File: config.mk
export PLATFORM = sky130hd
export DESIGN_NAME = load_store_unit
export DESIGN_NICKNAME = d
export VERILOG_FILES = /design/src/rtl/load_store_unit.sv
export SDC_FILE = /design/constraint.sdc
export NUM_CORES = 1
export LEC_CHECK = 0
export BUFFER_PORTS_ARGS = -buffer_cell sky130_fd_sc_hd__buf_2
export CAP_MARGIN = 15
export CORE_MARGIN = 2
export CORE_UTILIZATION = 45
export DETAILED_ROUTE_END_ITERATION = 6
export GPL_ROUTABILITY_DRIVEN = 0
export PLACE_DENSITY = 0.67
export SYNTH_ARGS = -nofsm -noshare
export SYNTH_HDL_FRONTEND = slang
export SYNTH_SLANG_ARGS = --single-unit
File: constraint.sdc
create_clock -name clk_i -period 2.5 [get_ports clk_i]
set_clock_uncertainty 0.15 [all_clocks]
set_input_delay 0.125 -clock clk_i [delete_from_list [all_inputs] [get_ports clk_i]]
set_output_delay 0.125 -clock clk_i [all_outputs]
set_load 0.01 [all_outputs]
File: src/rtl/load_store_unit.sv
// MEM-stage sequencer: splits RV32 loads/stores into byte accesses on an 8-bit memory, little-endian.
// Byte i is driven in cycle i+1 after accept, done pulses in cycle N+1; stall_o holds the pipeline until then.
module load_store_unit #(
  parameter int ADDR_W           = 8,
  parameter int XLEN             = 32,
  parameter bit ALLOW_MISALIGNED = 1'b0
) (
  input  logic              clk_i,
  input  logic              rst_ni,
  input  logic              req_valid_i,
  output logic              req_ready_o,
  input  logic              is_store_i,
  input  logic [2:0]        funct3_i,
  input  logic [ADDR_W-1:0] addr_i,
  input  logic [XLEN-1:0]   wdata_i,
  output logic              stall_o,
  output logic              done_o,
  output logic [XLEN-1:0]   rdata_o,
  output logic              err_o,
  output logic              mem_we_o,
  output logic [ADDR_W-1:0] mem_addr_o,
  output logic [7:0]        mem_wdata_o,
  input  logic [7:0]        mem_rdata_i
);

  typedef enum logic [1:0] {S_IDLE, S_ACCESS, S_DONE} state_t;

  state_t              state_q, state_d;
  logic [1:0]          cnt_q, cnt_d;
  logic                is_store_q, is_store_d;
  logic [2:0]          funct3_q, funct3_d;
  logic [ADDR_W-1:0]   addr_q, addr_d;
  logic [XLEN-1:0]     wdata_q, wdata_d;
  logic [XLEN-1:0]     asm_q, asm_d;
  logic [XLEN-1:0]     rdata_q, rdata_d;
  logic                err_q, err_d;

  logic                req_illegal;
  logic                req_misaligned;
  logic [1:0]          last_cnt;

  function automatic logic [XLEN-1:0] load_ext(input logic [XLEN-1:0] w, input logic [2:0] f3);
    case (f3[1:0])
      2'd0:    return {{(XLEN-8){~f3[2] & w[7]}}, w[7:0]};
      2'd1:    return {{(XLEN-16){~f3[2] & w[15]}}, w[15:0]};
      default: return w;
    endcase
  endfunction

  // Size 3 is never legal; stores have no unsigned form; loads have no unsigned word.
  assign req_illegal = (funct3_i[1:0] == 2'd3)
                     || (is_store_i && funct3_i[2])
                     || (!is_store_i && funct3_i[2] && (funct3_i[1:0] == 2'd2));

  assign req_misaligned = ((funct3_i[1:0] == 2'd1) && addr_i[0])
                        || ((funct3_i[1:0] == 2'd2) && (addr_i[1:0] != 2'd0));

  assign last_cnt = (funct3_q[1:0] == 2'd2) ? 2'd3 : {1'b0, funct3_q[0]};

  always_comb begin
    state_d     = state_q;
    cnt_d       = cnt_q;
    is_store_d  = is_store_q;
    funct3_d    = funct3_q;
    addr_d      = addr_q;
    wdata_d     = wdata_q;
    asm_d       = asm_q;
    rdata_d     = rdata_q;
    err_d       = err_q;
    req_ready_o = 1'b0;
    done_o      = 1'b0;
    mem_we_o    = 1'b0;
    mem_addr_o  = '0;
    mem_wdata_o = '0;

    case (state_q)
      S_IDLE: begin
        req_ready_o = 1'b1;
        if (req_valid_i) begin
          is_store_d = is_store_i;
          funct3_d   = funct3_i;
          addr_d     = addr_i;
          wdata_d    = wdata_i;
          asm_d      = '0;
          rdata_d    = '0;
          err_d      = 1'b0;
          cnt_d      = 2'd0;
          if (req_illegal || (req_misaligned && !ALLOW_MISALIGNED)) begin
            state_d = S_DONE;
            err_d   = 1'b1;
          end else begin
            state_d = S_ACCESS;
          end
        end
      end

      S_ACCESS: begin
        mem_addr_o = addr_q + ADDR_W'(cnt_q);
        if (is_store_q) begin
          mem_we_o    = 1'b1;
          mem_wdata_o = wdata_q[{cnt_q, 3'b000} +: 8];
        end else begin
          asm_d[{cnt_q, 3'b000} +: 8] = mem_rdata_i;
        end
        if (cnt_q == last_cnt) begin
          state_d = S_DONE;
          rdata_d = is_store_q ? '0 : load_ext(asm_d, funct3_q);
        end else begin
          cnt_d = cnt_q + 2'd1;
        end
      end

      S_DONE: begin
        done_o  = 1'b1;
        state_d = S_IDLE;
      end

      default: state_d = S_IDLE;
    endcase
  end

  always_ff @(posedge clk_i) begin
    if (!rst_ni) begin
      state_q    <= S_IDLE;
      cnt_q      <= 2'd0;
      is_store_q <= 1'b0;
      funct3_q   <= 3'd0;
      addr_q     <= '0;
      wdata_q    <= '0;
      asm_q      <= '0;
      rdata_q    <= '0;
      err_q      <= 1'b0;
    end else begin
      state_q    <= state_d;
      cnt_q      <= cnt_d;
      is_store_q <= is_store_d;
      funct3_q   <= funct3_d;
      addr_q     <= addr_d;
      wdata_q    <= wdata_d;
      asm_q      <= asm_d;
      rdata_q    <= rdata_d;
      err_q      <= err_d;
    end
  end

  assign stall_o = ~req_ready_o;
  assign rdata_o = rdata_q;
  assign err_o   = err_q;

endmodule
Word-level counts from Yosys, hierarchy flattened
Index checks and enable logic that the tools add are counted.

Bits in registers: 113. Bits of input ports: 55. Output and inout bits: 53. Word-level logic and storage cells: 74.

Add/sub/neg operators: 3. Equal/unequal tests: 11. Shifts and indexed selects: 3. Multiplexer cells: 25. Bitwise gates (word level): 4. Reduce and logical (&&, ||, !) cells: 19.

Operators with widths (number): $pmux W32 S2 (3); $mux W32 (5); $bwmux W32 (1); $shift A8 B7 Y32 const A (1); $shiftx A32 B6 Y8 (1); $shiftx A8 B7 Y32 (1); $mux W8 (3); $mux W2 (6); $add A8 B2 Y8 (1); $eq A2 B2 Y1 const B (4); $pmux W2 S2 (2); $neg A5 Y7 (1); $eq A2 B1 Y1 const B (3); $ne A2 B2 Y1 const B (3); $reduce_and A2 Y1 (3); $reduce_and A3 Y1 (2); $logic_and A1 B1 Y1 (5); $mux W1 (5); $logic_not A2 Y1 (2); $logic_or A1 B1 Y1 (4); $reduce_bool A2 Y1 (2); $add A2 B1 Y2 const B (1); $and A1 B1 Y1 (2); $eq A2 B2 Y1 (1); other kinds (2) (3).

Logic depth before layout (Yosys ltp)
Gate-level depths: netlist of the first run.

Word-level depth: 10. Mapped depth: 10.

Worst setup path after synthesis of the first run
Ideal clock, no wire load.

Path type: register to register. From: reg cnt_q[0]. To: reg rdata_q[21] (netlist: rdata_o[21]). Library setup time: 0.115 ns. Arrival time: 2.215 ns. Data required time: 2.235 ns. Setup slack: 0.020 ns. Cell stages (with the launch flop): 10. Path buffers: 2. Period minus slack after synthesis: 2.480 ns. Cell sequence: dfxtp_1 -> buf_6 -> inv_1 -> ha_1 -> and4bb_1 -> a32oi_1 -> a211oi_2 -> o311ai_4 -> buf_6 -> o2bb2ai_2.

Longest elaborated chain between the ends: 10.

RTL lines: from (decl) (line 29) `logic [1:0] cnt_q, cnt_d;`; from (signal assigned) (line 135) `cnt_q <= cnt_d;`; $neg A5 Y7 (line 103) `asm_d[{cnt_q, 3'b000} +: 8] = mem_rdata_i;`; $shiftx A8 B7 Y32 / $shift A8 B7 Y32 (equally long branches) (line 103); $bwmux W32 (line 103); $mux W32 (line 99) `if (is_store_q) begin`; $mux W32 (line 76) `case (state_q)`; $and A1 B1 Y1 (on tied branches) (line 45, 44); $pmux W32 S2 (line 43) `case (f3[1:0])`; $mux W32 (line 107) `rdata_d = is_store_q ? '0 : load_ext(asm_d, funct3_q);`; $mux W32 (line 105) `if (cnt_q == last_cnt) begin`; $pmux W32 S2 (line 76); to (signal assigned) (line 141) `rdata_q <= rdata_d;`; to (decl) (line 35) `logic [XLEN-1:0] rdata_q, rdata_d;`.

Several ways; a longest one is shown, not always the timed one. The select of a mux whose other input is x is not followed. A chain may end at the register's enable or synchronous reset.

Final worst setup path of the first run
From: reg cnt_q[0]. To: out mem_addr_o[5].

Longest elaborated chain between the ends: 2.

RTL lines: $add A8 B2 Y8 (line 98) `mem_addr_o = addr_q + ADDR_W'(cnt_q);`; $mux W8 (line 76); to (decl) (line 21) `output logic [ADDR_W-1:0] mem_addr_o,`.

Every way passes these cells.

==> results of run 1 <==
## Yosys cell counts (8+ instances only)
library cell	instances	area, µm²
o21ai_0	11	55.1
nor2_1	17	63.8
dfxtp_1	113	2260
nand2_1	138	518
mux4_2	8	180
and3_1	10	62.6
a32oi_1	8	70.1
a22oi_1	31	233
o2bb2ai_1	15	131
a21boi_0	46	345
a21oi_1	18	90.1
clkbuf_1	30	113
nor2b_1	32	200
and2_1	24	150
o2bb2ai_2	10	150
## timing repair
action                                  CTS  global route
resized for setup                         0             3
endpoints found under the setup margin    0             4
endpoints found under the hold margin    75             0
hold buffers                             53             0
## stage by stage
stage,hold WS (ns),instances
after floorplan,0.120,594
final,0.0833,903
after global placement,0.226,817
after detailed placement,0.234,817
after CTS,0.0773,902
after global routing,0.103,902
## routing by layer
metal | global-route usage, % | wire (µm) | up-vias
met5 | 0 | 0 | -
met4 | 7.80 | 218 | 0
met3 | 6.80 | 925 | 21
met2 | 41.1 | 7380 | 160
met1 | 29.2 | 6380 | 2326
li1 | - | - | 2389
## report_power, final
part | total (mW) | switching, mW | internal (mW)
clock network | 2.10 | 0.830 | 1.27
registers | 1.92 | 0.0465 | 1.87
logic | 0.542 | 0.303 | 0.239
total | 4.56 | 1.18 | 3.38
## state kept, by name (all words and copies together) (netlist names)
signal / cells
asm_q: 32
rdata_o: 32
wdata_q: 32
addr_q: 8
funct3_q: 3
cnt_q: 2
state_q: 2
err_o: 1
is_store_q: 1
## logic make-up after synthesis
kind of cell | synth area share, %
simple gates | 22.5
compound gates | 24.4
flops | 42.4
buf+inv | 4.48
mux | 3.38
fa+ha+maj | 2.02
xor+xnor | 0.821
## worst max-delay path, delay by kind of cell, from the launching register on
| family | cells | cell delay [ns] |
|---|---|---|
| and+or+nand+nor | 2 | 0.43 |
| DFF | 1 | 0.36 |
| AOI/OAI and AO/OA | 2 | 0.35 |
| buffers and inverters | 2 | 0.39 |
| adders and majority gates | 1 | 0.23 |
## layout make-up
type	count	share of cell area, %
Antenna cell	1	0.0355
Clock buffer	21	6.38
Clock inverter	11	0.940
Inverter	4	0.213
Multi-Input combinational cell	430	40.3
Sequential cell	113	32.1
Tap cell	143	2.54
Timing Repair Buffer	180	17.5
## path summary, 6_finish.rpt
check | start | to | slack [ns] | cells past startpoint
setup / recovery | cnt_q[0]$_SDFFE_PN0P_ | mem_addr_o[5] | 0.05 | 7
hold / removal | rst_ni | rdata_o[15]$_SDFFE_PN0P_ | 0.08 | 4
setup reg to reg | cnt_q[0]$_SDFFE_PN0P_ | rdata_o[17]$_SDFFE_PN0P_ | 0.11 | 8
hold reg to reg | rdata_o[16]$_SDFFE_PN0P_ | rdata_o[16]$_SDFFE_PN0P_ | 0.31 | 1
==> results.toml, run 1 <==
[detailed_routing]
wire_per_inst_um = 16.5
first_iter_violations = 285
via_count = 4896
drt-pass1-iter-count = 7
vias_per_cell = 5.42
wl_um = 14900
drc = 12
postRouteAntennaNets = 0

[placed_design]
pre_cts_ws_ns = 0.158
port_buffers = 107
place_area_um2 = 5990
hpwl_um = 9190

[synth]
ys_warn_count = 0
synth_edf_count = 0
netlist_instances = 594
synth_nets = 657
syn_area_per_cell_um2 = 8.99
ys_async_sr_fraction_pct = 0
synth-seq-cells = 113
yosysSeqAreaShare_pct = 42.4
syn_area_um2 = 5340
yosysUniqueCellTypes = 52
synth_ff_type = "dfxtp_1"

[cells_and_area]
fill_cells = 960
final_cell_mix = "nand2_1, dfxtp_1, buf_2, dlygate4sd3_1, a21boi_0"
stdcell_area_um2 = 7060
utilization_pct = 61.3
final_common_cell = "nand2_1"
regArea_um2 = 2260
syn_to_final_growth_pct = 32.2
finalNetCount = 809
multi_input_area_um2 = 2840
drive_gt1_share_pct = 24.5

[sta]
min_period_over_period_pct = 97.9
rsz0062_at_grt = "true"
fin_crit_ns = 2.45
setup_slack_ns = 0.0535
clock.fmax_ghz = 0.409
finalSetupViolCount = 0
slew_headroom_pct = 39.8
hold_viol_final = 0
tightest_slew_ns = 0.903
slew_violations = 0
setup_tns_ns = 0

[power]
leakagePower_nw = 2.92
power_density_nw_per_um2 = 646
vdd_drop_max_mv = 0.593
p_total_mw = 4.56

[critical_path]
required_ns = 2.23
path_class = "flip-flop to primary output"
worstPathMaxFanout = 20
path_cells = "buf_8, ha_1, a21o_1, nand2_1, or3_1, a21oi_1, buf_2"
critPathLaunchType = "flip-flop"
max_stage_delay_ns = 0.36
endpoint_kind = "primary output"
slowest_stage = "dfxtp_1"
crit_arrival_ns = 2.17

[die]
rows = 39
die-area_um2 = 12700
core-area_um2 = 11500
die_h_um = 113
ioPinCount = 108
initial_utilization_pct = 46.3
die_w_um = 113

[clocking]
cts_setup_buffers = 0
h-tree-depth = 4
clk_pin_slew_worst_paths_ns = 0.05
cts_tree = "yes"
max-clock-path-buffers = 2
clk_latency_ns = 0.42
cts-root-buf = "clkbuf_16"
clkSinkCount = 113
numCtsBuffers = 17

[global_route]
grt_max_degree = 66
grt_antenna_before_repair = 1
grt_use_total_pct = 24.0
gr-total-overflow = 0
grt_pass1_vias = 4997
grt_pass1_wl_um = 24200

[run_status]
status = "finished with violations"
failed_checks = "design-rule violations"

[run]
maxCapViolations = 0

[min_path]
min_path_type = "primary input to flip-flop"
Note: power is estimated with default switching activity, not from simulation.
==> run 2, diff against run 1 <==
CTS_CLUSTER_DIAMETER = 100   (was not set)
MAX_ROUTING_LAYER = met4   (was not set)
PLACE_DENSITY = 0.7   (was 0.67)
==> results.toml, run 2 (synthesized netlist as in run 1, its figures left out) <==
[sta]
fin_hold_ws_ns = 0.0323
tightest_slew_ns = 0.845
slew_violations = 0
finalSetupViolCount = 0
fin_crit_ns = 2.36
min_period_over_period_pct = 94.3
setup_tns_ns = 0
hold_viol_final = 0
rsz0062_at_grt = "false"
clock.fmax_ghz = 0.424
slew_headroom_pct = 43.7
setup_slack_ns = 0.144

[power]
vdd_drop_max_mv = 0.485
leakagePower_nw = 2.96
internal_power_mw = 3.97
combPwrFrac_pct = 10.4
p_total_mw = 5.16
seqPwrFrac_pct = 37.1
power_density_nw_per_um2 = 717
pwr-share-clk_pct = 52.5
power_switching_mw = 1.18
sw_frac_of_total_pct = 23.0

[clocking]
clk_latency_ns = 0.41
cts-root-buf = "clkbuf_16"
numCtsBuffers = 17
clk_pin_slew_worst_paths_ns = 0.05
h-tree-depth = 4
clkSinkCount = 113
cts_tree = "yes"
max-clock-path-buffers = 2

[cells_and_area]
drive_gt1_share_pct = 24.9
fill_cells = 929
finalNetCount = 806
syn_to_final_growth_pct = 34.7
stdcell_area_um2 = 7190
final_cell_mix = "nand2_1, dfxtp_1, buf_2, dlygate4sd3_1, a21boi_0"
multi_input_area_um2 = 2850
utilization_pct = 62.4
final_common_cell = "nand2_1"
fin_cells = 900
regArea_um2 = 2260

[placed_design]
place_area_um2 = 5980
pre_cts_ws_ns = 0.129
port_buffers = 107
place_inst = 815
hpwl_um = 9010

[global_route]
grt_max_degree = 71
grt_antenna_before_repair = 1
gr-total-overflow = 0
grt_pass1_wl_um = 23400
grt_use_total_pct = 23.7
grt_pass1_vias = 4816

[run_status]
failed_checks = "design-rule violations"
status = "finished with violations"

[die]
die_h_um = 113
ioPinCount = 108
rows = 39
die-area_um2 = 12700
die_w_um = 113
core-area_um2 = 11500
initial_utilization_pct = 46.3

[critical_path]
required_ns = 2.64
critPathLaunchType = "flip-flop"
path_class = "flip-flop to flip-flop"
crit_arrival_ns = 2.50
endpoint_kind = "flip-flop"
worstPathMaxFanout = 16

[detailed_routing]
via_count = 4875
postRouteAntennaNets = 0
vias_per_cell = 5.42
wl_um = 14100
drt-pass1-iter-count = 7
first_iter_violations = 341
drc = 3
wire_per_inst_um = 15.7

[min_path]
min_path_type = "primary input to flip-flop"

[run]
maxCapViolations = 0
## run 2: changes by cell type in the layout (fill, tap and decap cells not counted), moves of 2 or more
cell | before | now
clkinv_2 | 7 | 2
buf_4 | 18 | 16
clkbuf_1 | 3 | 1
bufinv_16 | 0 | 6
## run 2: power groups by stage
stage	Clock (mW)	Combinational (mW)	Sequential [mW]
3_3_place_gp	0	0.454	1.95
5_1_grt	2.83	0.590	1.92
2_1_floorplan	0	0.304	1.94
4_1_cts	2.74	0.527	1.91
6_report	2.71	0.534	1.91
3_5_place_dp	0	0.463	1.95
## run 2: path summary, 6_finish.rpt
check	from	slack, ns	depth (start not counted)	end
worst min register to register	rdata_o[16]$_SDFFE_PN0P_	0.30	1	rdata_o[16]$_SDFFE_PN0P_
worst max-delay path	cnt_q[0]$_SDFFE_PN0P_	0.14	8	rdata_o[19]$_SDFFE_PN0P_
worst max register to register	cnt_q[0]$_SDFFE_PN0P_	0.14	8	rdata_o[19]$_SDFFE_PN0P_
worst min-delay path	mem_rdata_i[2]	0.03	3	asm_q[10]$_SDFFE_PN0P_
## run 2: final cells by class
| cell class | count | area share [%] |
|---|---|---|
| clock inverter | 14 | 3.31 |
| inverter | 4 | 0.209 |
| tap | 143 | 2.49 |
| sequential | 113 | 31.5 |
| timing repair buffer | 177 | 16.9 |
| antenna | 1 | 0.0348 |
| multi-input combinational | 430 | 39.6 |
| clock buffer | 18 | 5.97 |
## run 2: routing by layer
layer	track usage, %	wire [µm]
met1	29.6	6260
met2	38.0	6760
met3	5.62	803
met4	7.80	267
met5	-	0
## run 2: timing repair
action	CTS	global route
resized for setup	0	5
hold endpoints to repair	73	0
endpoints found under the setup margin	0	3
buffers inserted	0	0
hold buffers	52	0
## run 2: critical path: stages, from the launching register on
cell       delay, ns
dfxtp_1         0.37
inv_1           0.12
ha_2            0.35
and4bb_1        0.24
a32oi_2         0.28
a211oi_2        0.13
o311ai_4        0.32
buf_12          0.20
o2bb2ai_1       0.09
==> run 3, diff against run 2 <==
--- a/config.mk
+++ b/config.mk
@@ -9,4 +9,6 @@
 export CAP_MARGIN = 15
+export CELL_PAD_IN_SITES_DETAIL_PLACEMENT = 0
+export CELL_PAD_IN_SITES_GLOBAL_PLACEMENT = 1
 export CORE_MARGIN = 2
-export CORE_UTILIZATION = 45
+export CORE_UTILIZATION = 37
 export CTS_CLUSTER_DIAMETER = 100
@@ -15,3 +17,4 @@
 export MAX_ROUTING_LAYER = met4
-export PLACE_DENSITY = 0.7
+export PLACE_DENSITY_LB_ADDON = 0.1
+export SETUP_SLACK_MARGIN = 0.2
 export SYNTH_ARGS = -nofsm -noshare
--- a/constraint.sdc
+++ b/constraint.sdc
@@ -4,2 +4,2 @@
 set_output_delay 0.125 -clock clk_i [all_outputs]
-set_load 0.01 [all_outputs]
+set_load 0.1 [all_outputs]
==> results.toml, run 3 (synthesized netlist as in run 1, its figures left out) <==
[power]
vdd_drop_max_mv = 0.563
power_density_nw_per_um2 = 679
leakagePower_nw = 3.05

[cells_and_area]
finalNetCount = 816
final_cell_mix = "nand2_1, dfxtp_1, buf_2, dlygate4sd3_1, a21boi_0"
drive_gt1_share_pct = 28.1
fill_cells = 1316
utilization_pct = 54.0
insertedDiodeCount = 0
stdcell_area_um2 = 7550
syn_to_final_growth_pct = 41.5
final_common_cell = "nand2_1"

[clocking]
clk_pin_slew_worst_paths_ns = 0.06
clkSinkCount = 113
cts-root-buf = "clkbuf_16"
cts_tree = "yes"
numCtsBuffers = 17
h-tree-depth = 4
clk_latency_ns = 0.42
max-clock-path-buffers = 2

[sta]
setup_tns_ns = 0
rsz0062_at_grt = "true"
min_period_over_period_pct = 92.3
slew_headroom_pct = 48.5
tightest_slew_ns = 0.767
clock.fmax_ghz = 0.433
hold_viol_final = 0
slew_violations = 0
fin_crit_ns = 2.31
fin_hold_ws_ns = 0.106
finalSetupViolCount = 0

[detailed_routing]
drt-pass1-iter-count = 4
first_iter_violations = 280
wire_per_inst_um = 16.0
postRouteAntennaNets = 0
vias_per_cell = 5.12
drc = 0
wl_um = 15200
via_count = 4846

[global_route]
grt_pass1_wl_um = 24100
grt_max_degree = 99
gr-total-overflow = 0
grt_use_total_pct = 21.2
grt_pass1_vias = 4732
grt_antenna_before_repair = 0

[min_path]
whs_path_depth = 3
min_path_type = "primary input to flip-flop"

[run]
maxCapViolations = 0

[die]
rows = 43
ioPinCount = 108
core-area_um2 = 14000
initial_utilization_pct = 38.2
die_w_um = 124
die-area_um2 = 15400
die_h_um = 124

[run_status]
status = "complete, no violations"

[critical_path]
r2r_setup_slack_ns = 0.20
endpoint_kind = "primary output"
required_ns = 2.23
crit_arrival_ns = 2.03
path_class = "flip-flop to primary output"
critPathLaunchType = "flip-flop"
worstPathMaxFanout = 3
worstRegToRegCells = 8

[placed_design]
hpwl_um = 9750
port_buffers = 107
place_area_um2 = 6190
[run 3: area by class of cell]
class,count,area [µm²],area share (%)
well taps,180,225,2.98
flip-flops and latches,113,2260,30.0
repair buffers,187,1490,19.8
clock buffers,22,494,6.55
multi-input cells,430,2930,38.8
inverters,4,15.0,0.199
clock inverters,10,130,1.72
[run 3: final timing paths]
path / start / to
setup / recovery: cnt_q[1]$_SDFFE_PN0P_ / mem_addr_o[5]
hold / removal: rst_ni / cnt_q[1]$_SDFFE_PN0P_
setup reg to reg: cnt_q[1]$_SDFFE_PN0P_ / rdata_o[23]$_SDFFE_PN0P_
hold reg to reg: wdata_q[21]$_SDFFE_PN0P_ / wdata_q[21]$_SDFFE_PN0P_
[run 3: worst max-delay path: stages (launching register included)]
cell     delay [ns]
dfxtp_2        0.34
buf_12         0.13
ha_4           0.24
a21o_1         0.14
nand2_2        0.07
or3_4          0.34
a21oi_4        0.15
buf_12         0.19
[run 3: repair_timing]
item,in CTS,in global routing
endpoints found under the hold margin,71,0
resized for setup,26,8
pin swaps,2,5
hold buffers,53,0
buffers inserted,6,1
setup endpoints to repair,20,39
cloned,0,1
[run 3: per-stage QoR]
step / power [mW] / setup slack (ns) / std cells
floorplan: 2.38 / 0.207 / 594
global placement: 2.56 / 0.278 / 853
detailed placement: 2.57 / 0.199 / 853
CTS: 5.18 / 0.190 / 944
global route: 5.34 / 0.115 / 946
finish: 5.13 / 0.193 / 946
[run 3: routing by layer]
layer / track usage [%] / routed length (µm) / vias to the layer above
met5: - / 0 / -
li1: - / - / 2402
met4: 7.37 / 179 / 0
met3: 5.22 / 646 / 14
met1: 26.1 / 6950 / 2318
met2: 34.0 / 7410 / 112
[run 3: power by group]
part | switching [mW] | total (mW) | internal [mW]
clock | 0.836 | 2.52 | 1.69
combinational | 0.436 | 0.691 | 0.255
sequential | 0.0470 | 1.92 | 1.87
